`config.mk`:
```
export PLATFORM = sky130hd
export DESIGN_NAME = rst_seq_gen
export DESIGN_NICKNAME = d
export VERILOG_FILES = /design/src/rtl/rst_seq_gen.sv
export SDC_FILE = /design/constraint.sdc
export NUM_CORES = 1
export LEC_CHECK = 0
export CORE_MARGIN = 5
export CORE_UTILIZATION = 48
export CTS_CLUSTER_SIZE = 40
export DETAILED_ROUTE_END_ITERATION = 16
export PLACE_DENSITY = 0.79
export RECOVER_POWER = 50
export SLEW_MARGIN = 10
export SYNTH_ARGS = -nofsm -noshare
export SYNTH_HDL_FRONTEND = slang
export SYNTH_SLANG_ARGS = --single-unit
```
`constraint.sdc`:
```
create_clock -name clk -period 1.7 [get_ports clk]
set_clock_uncertainty 0.1 [all_clocks]
set_input_delay 0.34 -clock clk [delete_from_list [all_inputs] [get_ports clk]]
set_output_delay 0.34 -clock clk [all_outputs]
set_load 0.005 [all_outputs]
```
`src/rtl/rst_seq_gen.sv`:
```
// Reset sequencer: synchronises arst release, holds every channel in reset for a
// fixed window, then releases the channels one by one in a fixed, staggered order.
module rst_seq_gen #(
    parameter int param_num_ch         = 4,
    parameter int param_sync_stages    = 2,
    parameter int param_hold_cycles    = 16,
    parameter int param_stagger_cycles = 4
) (
    input  logic                    clk,
    input  logic                    arst,
    input  logic                    sw_rst_req,
    input  logic [param_num_ch-1:0] ch_hold,
    output logic [param_num_ch-1:0] rst_out,
    output logic                    busy,
    output logic                    all_released
);

    localparam int HOLD_W = (param_hold_cycles > 1) ? $clog2(param_hold_cycles) : 1;
    localparam int STAG_W = (param_stagger_cycles > 1) ? $clog2(param_stagger_cycles) : 1;
    localparam int IDX_W  = (param_num_ch > 1) ? $clog2(param_num_ch) : 1;

    localparam logic [HOLD_W-1:0] HOLD_LAST = HOLD_W'(param_hold_cycles - 1);
    localparam logic [STAG_W-1:0] STAG_LAST = STAG_W'(param_stagger_cycles - 1);
    localparam logic [IDX_W-1:0]  IDX_LAST  = IDX_W'(param_num_ch - 1);
    localparam logic [IDX_W-1:0]  IDX_PEN   = IDX_W'((param_num_ch > 1) ? param_num_ch - 2 : 0);

    localparam logic [2:0] ST_ASSERT  = 3'd0;
    localparam logic [2:0] ST_SYNC    = 3'd1;
    localparam logic [2:0] ST_HOLD    = 3'd2;
    localparam logic [2:0] ST_RELEASE = 3'd3;
    localparam logic [2:0] ST_DONE    = 3'd4;

    logic [2:0]                   state, state_nxt;
    logic [param_sync_stages-1:0] sync_ff;
    logic                         sync_out;
    logic [HOLD_W-1:0]            hold_cnt, hold_nxt;
    logic [STAG_W-1:0]            stag_cnt, stag_nxt;
    logic [IDX_W-1:0]             ch_idx, idx_nxt;
    logic [param_num_ch-1:0]      seq_rst, seq_nxt;
    logic                         sw_accept;

    assign sync_out  = sync_ff[param_sync_stages-1];
    assign sw_accept = sw_rst_req &&
                       ((state == ST_HOLD) || (state == ST_RELEASE) || (state == ST_DONE));

    // seq_rst is a thermometer code: channels release LSB first, so each release
    // is a left shift that pulls in one more zero.
    always_comb begin
        state_nxt = state;
        hold_nxt  = hold_cnt;
        stag_nxt  = stag_cnt;
        idx_nxt   = ch_idx;
        seq_nxt   = seq_rst;

        case (state)
            ST_ASSERT: begin
                state_nxt = ST_SYNC;
            end
            ST_SYNC: begin
                // The last synchroniser stage drops on this edge when its feeder is already low.
                if (!sync_ff[param_sync_stages-2]) begin
                    state_nxt = ST_HOLD;
                    hold_nxt  = '0;
                end
            end
            ST_HOLD: begin
                if (!sync_out && (hold_cnt == HOLD_LAST)) begin
                    hold_nxt  = '0;
                    stag_nxt  = '0;
                    idx_nxt   = '0;
                    seq_nxt   = seq_rst << 1;
                    state_nxt = (param_num_ch == 1) ? ST_DONE : ST_RELEASE;
                end else begin
                    hold_nxt = hold_cnt + 1'b1;
                end
            end
            ST_RELEASE: begin
                if (stag_cnt == STAG_LAST) begin
                    stag_nxt = '0;
                    seq_nxt  = seq_rst << 1;
                    if (ch_idx != IDX_LAST) begin
                        idx_nxt = ch_idx + 1'b1;
                    end
                    if (ch_idx == IDX_PEN) begin
                        state_nxt = ST_DONE;
                    end
                end else begin
                    stag_nxt = stag_cnt + 1'b1;
                end
            end
            ST_DONE: begin
                seq_nxt = '0;
            end
            default: begin
                state_nxt = ST_ASSERT;
                seq_nxt   = '1;
            end
        endcase

        // A software request restarts the whole hold window from scratch.
        if (sw_accept) begin
            state_nxt = ST_HOLD;
            hold_nxt  = '0;
            stag_nxt  = '0;
            idx_nxt   = '0;
            seq_nxt   = '1;
        end
    end

    always_ff @(posedge clk or posedge arst) begin
        if (arst) begin
            state    <= ST_ASSERT;
            sync_ff  <= '1;
            hold_cnt <= '0;
            stag_cnt <= '0;
            ch_idx   <= '0;
            seq_rst  <= '1;
            rst_out  <= '1;
        end else begin
            state    <= state_nxt;
            sync_ff  <= {sync_ff[param_sync_stages-2:0], 1'b0};
            hold_cnt <= hold_nxt;
            stag_cnt <= stag_nxt;
            ch_idx   <= idx_nxt;
            seq_rst  <= seq_nxt;
            rst_out  <= seq_nxt | ch_hold;
        end
    end

    assign busy         = (state != ST_DONE);
    assign all_released = (state == ST_DONE) && (rst_out == '0);

endmodule

```
# Yosys cells after proc, flatten, opt, wreduce, memory -nomap -nowiden
# Cells that the tools add are included.
# word_totals
register_bits,21
in_bits,7
output_inout_bits,6
wordCells,63
# classes
n_addsub,3
n_eq_ne,15
n_mux,22
bitwise,1
n_reduce_logical,15
# ops
cell,n
$mux 4,6
$pmux 4 s4,1
$mux 3,5
$pmux 3 s5,1
$mux 2,6
$ne 3x2->1 const B,4
$pmux 2 s2,2
$pmux 4 s2,1
$eq 3x2->1 const B,2
$ne 3x3->1 const B,2
$reduce_bool 3->1,2
$reduce_and 5->1,1
$add 2x1->2 const B,2
$add 4x1->4 const B,1
$eq 2x2->1 const B,2
$eq 4x4->1 const B,1
$logic_not 4->1,1
$ne 2x2->1 const B,2
$or 4x4->4,1
$reduce_and 2->1,2
$reduce_and 4->1,1
$eq 3x1->1 const B,1
$eq 3x3->1 const B,1
$logic_and 1x1->1,3
4 further kinds,5

# Longest topological paths before layout
# Gate-level depths: netlist of the first run.
# logic_depth
word_depth,6
mapped_depth,6
depth_no_buf,6

# Least setup slack after synthesis of the first run
# Ideal clock, no wire load.
# synth_path
kind,register to register
startpoint,register state[0]
endpoint,register state[0]
setup_time_ns,0.125
arrival_ns,1.399
t_required_ns,1.475
setup_slack_ns,0.076
stages_incl_launch_ff,6
path_buffers,0
synth_period_minus_slack_ns,1.624
path_cell_list,dfrtp_1 > nor4b_4 > nand2_1 > a21boi_1 > o21a_2 > mux2_4
# synth_via
elab_chain_len,6
elab_cells_between_ends,16
classes_between,eq/ne (9); mux (2); reduce/logical (5)
# synth_lines
element,line_no,text
"start, declared",33,"logic [2:0] state, state_nxt;"
"start signal, assigned",120,state <= state_nxt;
$eq 3x2->1,"44, 55",
$logic_or 1x1->1 (2 in a row),44,((state == ST_HOLD) || (state == ST_RELEASE) || (state == ST_DONE));
$logic_and 1x1->1,43,assign sw_accept = sw_rst_req &&
"$ne 3x2->1 (no source line), or another cell as far along",-,
$reduce_and 5->1 (no source line),-,
# Parallel ways exist; a longest one is shown, timed or not.
# A chain may end at the register's enable or synchronous reset.

# Worst setup path after layout of the first run
# layout_path
startpoint,register rst_out[1]
endpoint,output port all_released
# layout_via
elab_chain_len,2
# layout_lines
element,line_no,text
"start, declared",13,"output logic [param_num_ch-1:0] rst_out,"
"start signal, assigned",126,rst_out <= seq_nxt | ch_hold;
$logic_not 4->1,131,assign all_released = (state == ST_DONE) && (rst_out == '0);
$logic_and 1x1->1,131,
"end, declared",15,output logic all_released
# Every way passes these cells.

==> results.yml, run 1 <==
status:
  outcome: "complete, but fails checks"
  violations: "negative setup slack"
worst_setup_path:
  reg2reg_depth: 7
  setup.worst_path.start: "rst_out[1]"
  slowest_delay_ps: 540
  r2r_end: "state[0]"
  rr_startpoint: "state[0]"
  r2r_slack_ps: -150
  cp_cell_sequence: "or4_4, nor2_4, buf_6"
  cp-start-kind: "flop"
  crit_slowest_cell: "or4_4"
  endpoint_kind: "output pin"
  cp_data_arrival_time_ps: 1480
  path_class: "flop to output pin"
  critPathRequiredTime_ps: 1260
  crit_fanout: 2
die:
  pin_count: 13
  core-area_mm2: 0.00221
  die_h_um: 58.1
  core.rowCount: 17
  die_w_um: 58.1
  start_util: 0.502
  die-area_mm2: 0.00338
power_and_ir_drop:
  swShare: 0.384
  power_frac_seq: 0.324
  p_switching_mw: 0.920
  vdd.ir_drop.worst_v: 0.000925
  power.density_mw_per_mm2: 1490
  pwr-share-comb: 0.572
  leakagePower_nw: 0.699
  internal_power_mw: 1.48
  p_clk_frac: 0.104
  power.total_mw: 2.40
synthesis:
  synth_nets: 116
  netlist.area_leader.share: 0.248
  ys_warn_count: 0
  synth_edf_count: 0
  synthArstFlopShare: 1.00
  ys_ff_latch: 21
  synthesis.area_mm2: 0.00111
  post-synth-top-count-cell: "nand2_1"
  synthTopCellsByArea: "dfrtp_1 25%, dfstp_2 24%, ha_1 4.5%"
  synthFlopType: "dfrtp_1"
  synth_area_per_cell_um2: 10.6
  syn_inst: 105
  yosysTopAreaCell: "dfrtp_1"
  ys_seq_area_frac: 0.484
  synth_cell_types: 39
  yosys-top-cells-count: "13 x nand2_1, 11 x dfrtp_1, 10 x dfstp_2, 7 x nor2_1, 7 x o21ai_0"
placement:
  pre_cts_slack_ps: -359
  port-buffer-count: 12
  gp_congestion: 0.885
  placed_cells: 158
  hpwl_mm: 1.75
timing:
  worst_pin_slew_ps: 1080
  fin_crit_sh: 1.13
  setup_slack_ps: -223
  max_freq_ghz: 0.520
  finalSetupViolCount: 5
  rsz0062_at_grt: "true"
  period_needed_ps: 1920
  slew_headroom: 0.278
  finalHoldViolCount: 0
  drv_slew: 0
grt:
  met1_usage: 0.210
  antenna_found_initial: 0
  grt_start_max_net_pins: 22
  grt_pass1_vias: 946
  grt.busiest_layer: "met2"
  grt_first_pass_wirelength_mm: 4.50
  grt.total_usage: 0.174
  grt.met3_usage: 0.0490
  met2_usage: 0.295
  grt_overflow: 0
clock_tree:
  root_buffer: "clkbuf_4"
  cts-buffers-inserted: 3
  cts_tree: "built"
  cts_max_level: 1
  cts_sinks: 21
  clk_pin_slew_ps: 120
  cts_hold_buf: 0
  clock_latency_ps: 320
  clk_path_buf_depth: 2
hold_path:
  min-delay-start: "sync_ff[0]"
  hp-class: "flop to flop"
  holdPathEnd: "sync_ff[1]"
  hold_depth: 0
route:
  dr.pass1.iters: 4
  vias: 931
  vias_per_cell: 5.51
  routedWlPerCell_um: 16.7
  drc: 0
  totalWireLength_mm: 2.83
  ant_nets: 0
  drtIter0Drc: 30
run:
  maxCapViolations: 0
layout:
  area_growth_pct: 44.8
  fill_cells: 149
  stdcell_count: 169
  drive_above_1_share: 0.461
  nNetsFinal: 153
  diodes: 0
## per-layer routing
| layer | part of all wire | wire [µm] |
|---|---|---|
| met1 | 0.42 | 1170 |
| met2 | 0.52 | 1460 |
| met3 | 0.038 | 108 |
| met4 | 0.028 | 78 |
| met5 | 0 | 0 |
## critical path: cells and delay by family, from the launching register on
family	cells	cell delay, ps
DFF	1	390
and+or+nand+nor	2	670
buffers and inverters	1	100
## metrics by stage
stage | setup TNS (ps) | hold slack (ps) | util | cell area [µm²]
floorplan | 0 | 209 | - | 1110
global placement | -3130 | 271 | 0.613 | 1360
detailed placement | -3980 | 276 | 0.613 | 1360
CTS | -557 | 238 | 0.674 | 1490
global route | -1850 | 311 | 0.727 | 1610
finish | -747 | 302 | 0.727 | 1610
## what timing repair did
item                       in CTS  in global routing
buffers inserted                6                  2
gates resized for setup        32                 26
gates cloned                    0                  0
pin swaps                       5                  8
setup endpoints to repair       9                 18
## how the worst max path moves through the flow
stage                   end  slack [ps]  cells past startpoint
4_1_cts        all_released        -200                      4
2_1_floorplan      state[0]          80                      5
3_3_place_gp       state[0]        -300                      6
5_1_grt        all_released        -260                      4
3_5_place_dp       state[0]        -360                      6
6_report       all_released        -220                      3
## registers in the layout, summed over array words and instances, names as in the netlist
signal / flops
hold_cnt: 4
state: 3
ch_idx: 2
rst_out: 4
stag_cnt: 2
sync_ff: 2
seq_rst: 4
## area by class of cell
class | instances | area (µm²) | share of cell area
repair buffers | 36 | 330 | 0.205
flip-flops and latches | 21 | 538 | 0.334
well taps | 28 | 35.0 | 0.0218
clock buffers | 4 | 26.3 | 0.0163
inverters | 5 | 18.8 | 0.0117
multi-input cells | 75 | 661 | 0.411
## layout by cell type (no fill, tap or decap), drive strengths merged, types with 2 or more instances in the layout
| cell | instances |
|---|---|
| dlygate4sd2 | 4 |
| clkbuf | 5 |
| dfrtp | 11 |
| and2b | 2 |
| o21a | 2 |
| nand2 | 13 |
| nand2b | 2 |
| nand3b | 3 |
| a22o | 3 |
| dfstp | 10 |
| inv | 5 |
| clkdlybuf4s50 | 4 |
| or4 | 2 |
| o21ai | 7 |
| a21oi | 4 |
| ha | 4 |
| mux2i | 4 |
| nor2 | 7 |
| o22ai | 2 |
| buf | 25 |
| nor3 | 3 |
| nor2b | 3 |
## power groups by stage
stage,sequential [mW],clock [mW],combinational [mW]
after CTS,0.771,0.256,1.14
after floorplan,0.788,0,0.608
after global routing,0.792,0.281,1.47
final,0.775,0.249,1.37
after global placement,0.763,0,0.935
after detailed placement,0.778,0,0.975
## kinds of logic (layout without fill, tap and decap cells)
| family | Yosys count | after routing | share of synthesized area |
|---|---|---|---|
| xor gates and xnor gates | 1 | 1 | 0.00788 |
| DFF | 21 | 21 | 0.484 |
| and+or+nand+nor | 41 | 41 | 0.225 |
| AOI/OAI and AO/OA | 23 | 23 | 0.134 |
| buffers and inverters | 9 | 45 | 0.0507 |
| muxes | 5 | 5 | 0.0495 |
| adders and majority gates | 4 | 4 | 0.0450 |
| other | 1 | 1 | 0.00338 |
No activity file was read; power rests on OpenSTA's default activity.
==> run 2: changes to the inputs <==
- TNS_END_PERCENT: unset -> 1
==> run 2 against run 1 <==
  * Clock power shrank 2%
  * Highest routed layer unchanged
  * First-iteration DRC count is 37% lower
  * Fmax rose by 0.63%
  * Largest cell class unchanged
  * Design area fell by 10%
  * The run still ends with negative setup slack left
  * Die area is the same
  * Critical path depth unchanged
==> results.yml, run 2 (synthesis results as in run 1) <==
status:
  outcome: "complete, but fails checks"
  violations: "negative setup slack"
power_and_ir_drop:
  leakagePower_nw: 0.648
  power.density_mw_per_mm2: 1420
  vdd.ir_drop.worst_v: 0.000980
  power.total_mw: 2.05
grt:
  met1_usage: 0.189
  grt_start_max_net_pins: 22
  antenna_found_initial: 0
  grt_first_pass_wirelength_mm: 3.99
  grt.total_usage: 0.152
  grt_overflow: 0
  grt.busiest_layer: "met2"
  grt.met3_usage: 0.0490
  grt_pass1_vias: 886
  met2_usage: 0.255
timing:
  rsz0062_at_grt: "true"
  period_needed_ps: 1910
  slew_headroom: 0.269
  finalHoldViolCount: 0
  worst_pin_slew_ps: 1100
  drv_slew: 0
  fin_crit_sh: 1.12
  setup_slack_ps: -211
  finalSetupViolCount: 5
  max_freq_ghz: 0.523
layout:
  final_common_cell: "buf_4"
  nNetsFinal: 149
  reg_top3: "hold_cnt (4), rst_out (4), seq_rst (4)"
  drive_above_1_share: 0.358
  final_cell_mix: "16 x buf_4, 11 x nand2_1, 11 x dfrtp_1, 10 x dfstp_2, 5 x nor2_1"
  diodes: 0
  area_growth_pct: 30.0
worst_setup_path:
  crit_slowest_cell: "or4_4"
  reg2reg_depth: 7
  cp-start-kind: "flop"
  r2r_slack_ps: -100
  crit_buf_inv: 1
  cp_top_family: "simple AND/OR/NAND/NOR gates"
  endpoint_kind: "output pin"
  r2r_end: "state[0]"
  rr_startpoint: "state[1]"
  cp_data_arrival_time_ps: 1470
  cp_cell_sequence: "or4_4, nor2_4, buf_6"
  slowest_delay_ps: 540
  path_class: "flop to output pin"
  path_depth: 3
  crit_fanout: 2
  critPathRequiredTime_ps: 1260
die:
  core.rowCount: 17
  pin_count: 13
  start_util: 0.502
  core-area_mm2: 0.00221
  die-area_mm2: 0.00338
  die_w_um: 58.1
  die_h_um: 58.1
hold_path:
  hp-class: "flop to flop"
  min-delay-start: "sync_ff[0]"
  hold_depth: 0
  holdPathEnd: "sync_ff[1]"
clock_tree:
  cts-buffers-inserted: 3
  cts_max_level: 1
  cts_sinks: 21
  clk_path_buf_depth: 2
  cts_tree: "built"
  clk_pin_slew_ps: 120
  clock_latency_ps: 310
  root_buffer: "clkbuf_4"
route:
  ant_nets: 0
  drc: 0
  vias_per_cell: 5.41
  vias: 893
  drtIter0Drc: 19
  totalWireLength_mm: 2.37
  dr.pass1.iters: 4
  routedWlPerCell_um: 14.4
placement:
  gp_congestion: 0.885
  pre_cts_slack_ps: -359
  hpwl_mm: 1.75
  port-buffer-count: 12
run:
  maxCapViolations: 0
## run 2: cell types whose count changed in the layout (fill, tap and decap cells not counted), sizes merged
cell          change
dlymetal6s2s      +1
dlygate4sd2       -1
clkbuf            +1
buf               -5
## run 2: metal layers
| metal | wire (µm) | vias up |
|---|---|---|
| met1 | 1050 | 450 |
| met4 | 19 | 0 |
| met3 | 75 | 4 |
| met2 | 1220 | 9 |
| met5 | 0 | - |
| li1 | - | 430 |
## run 2: per-stage QoR
stage               cells  TNS [ps]  utilization  hold slack [ps]  cell area, µm²
floorplan             105         0            -              209            1110
global placement      158     -3130        0.613              271            1360
detailed placement    158     -3980        0.613              276            1360
CTS                   165      -636        0.644              238            1420
global route          165     -1770        0.653              304            1440
finish                165      -467        0.653              293            1440
## run 2: worst max-delay path by stage
stage / start / to
after detailed placement: sw_rst_req / state[0]
after global placement: sw_rst_req / state[0]
final: rst_out[3] / all_released
after global routing: state[0] / all_released
after floorplan: state[0] / state[0]
after CTS: state[1] / all_released
## run 2: cell type report
type                            count  area [µm²]
Multi-Input combinational cell     75         551
Timing Repair Buffer               32         275
Tap cell                           28        35.0
Sequential cell                    21         538
Clock buffer                        4        26.3
Inverter                            5        18.8
Fill cell                         185         768
## run 2: repair_timing
item,4_1_cts,5_1_grt
pin swaps,1,6
gates resized for setup,16,13
hold buffers,0,0
endpoints found under the hold margin,0,0
endpoints found under the setup margin,9,19
buffers inserted,3,0
## run 2: where the power goes
| group | leakage (nW) | total [mW] | internal (mW) | switching, mW |
|---|---|---|---|---|
| Combinational | 0.382 | 1.04 | 0.510 | 0.528 |
| Sequential | 0.251 | 0.772 | 0.695 | 0.0770 |
| Clock | 0.0150 | 0.243 | 0.0918 | 0.151 |
| Total | 0.648 | 2.05 | 1.30 | 0.756 |
==> run 3: changes to the inputs <==
- CTS_CLUSTER_SIZE: 40 -> unset
==> results of run 3 <==
The final DEF is identical to that of run 2; final timing and power are the same.
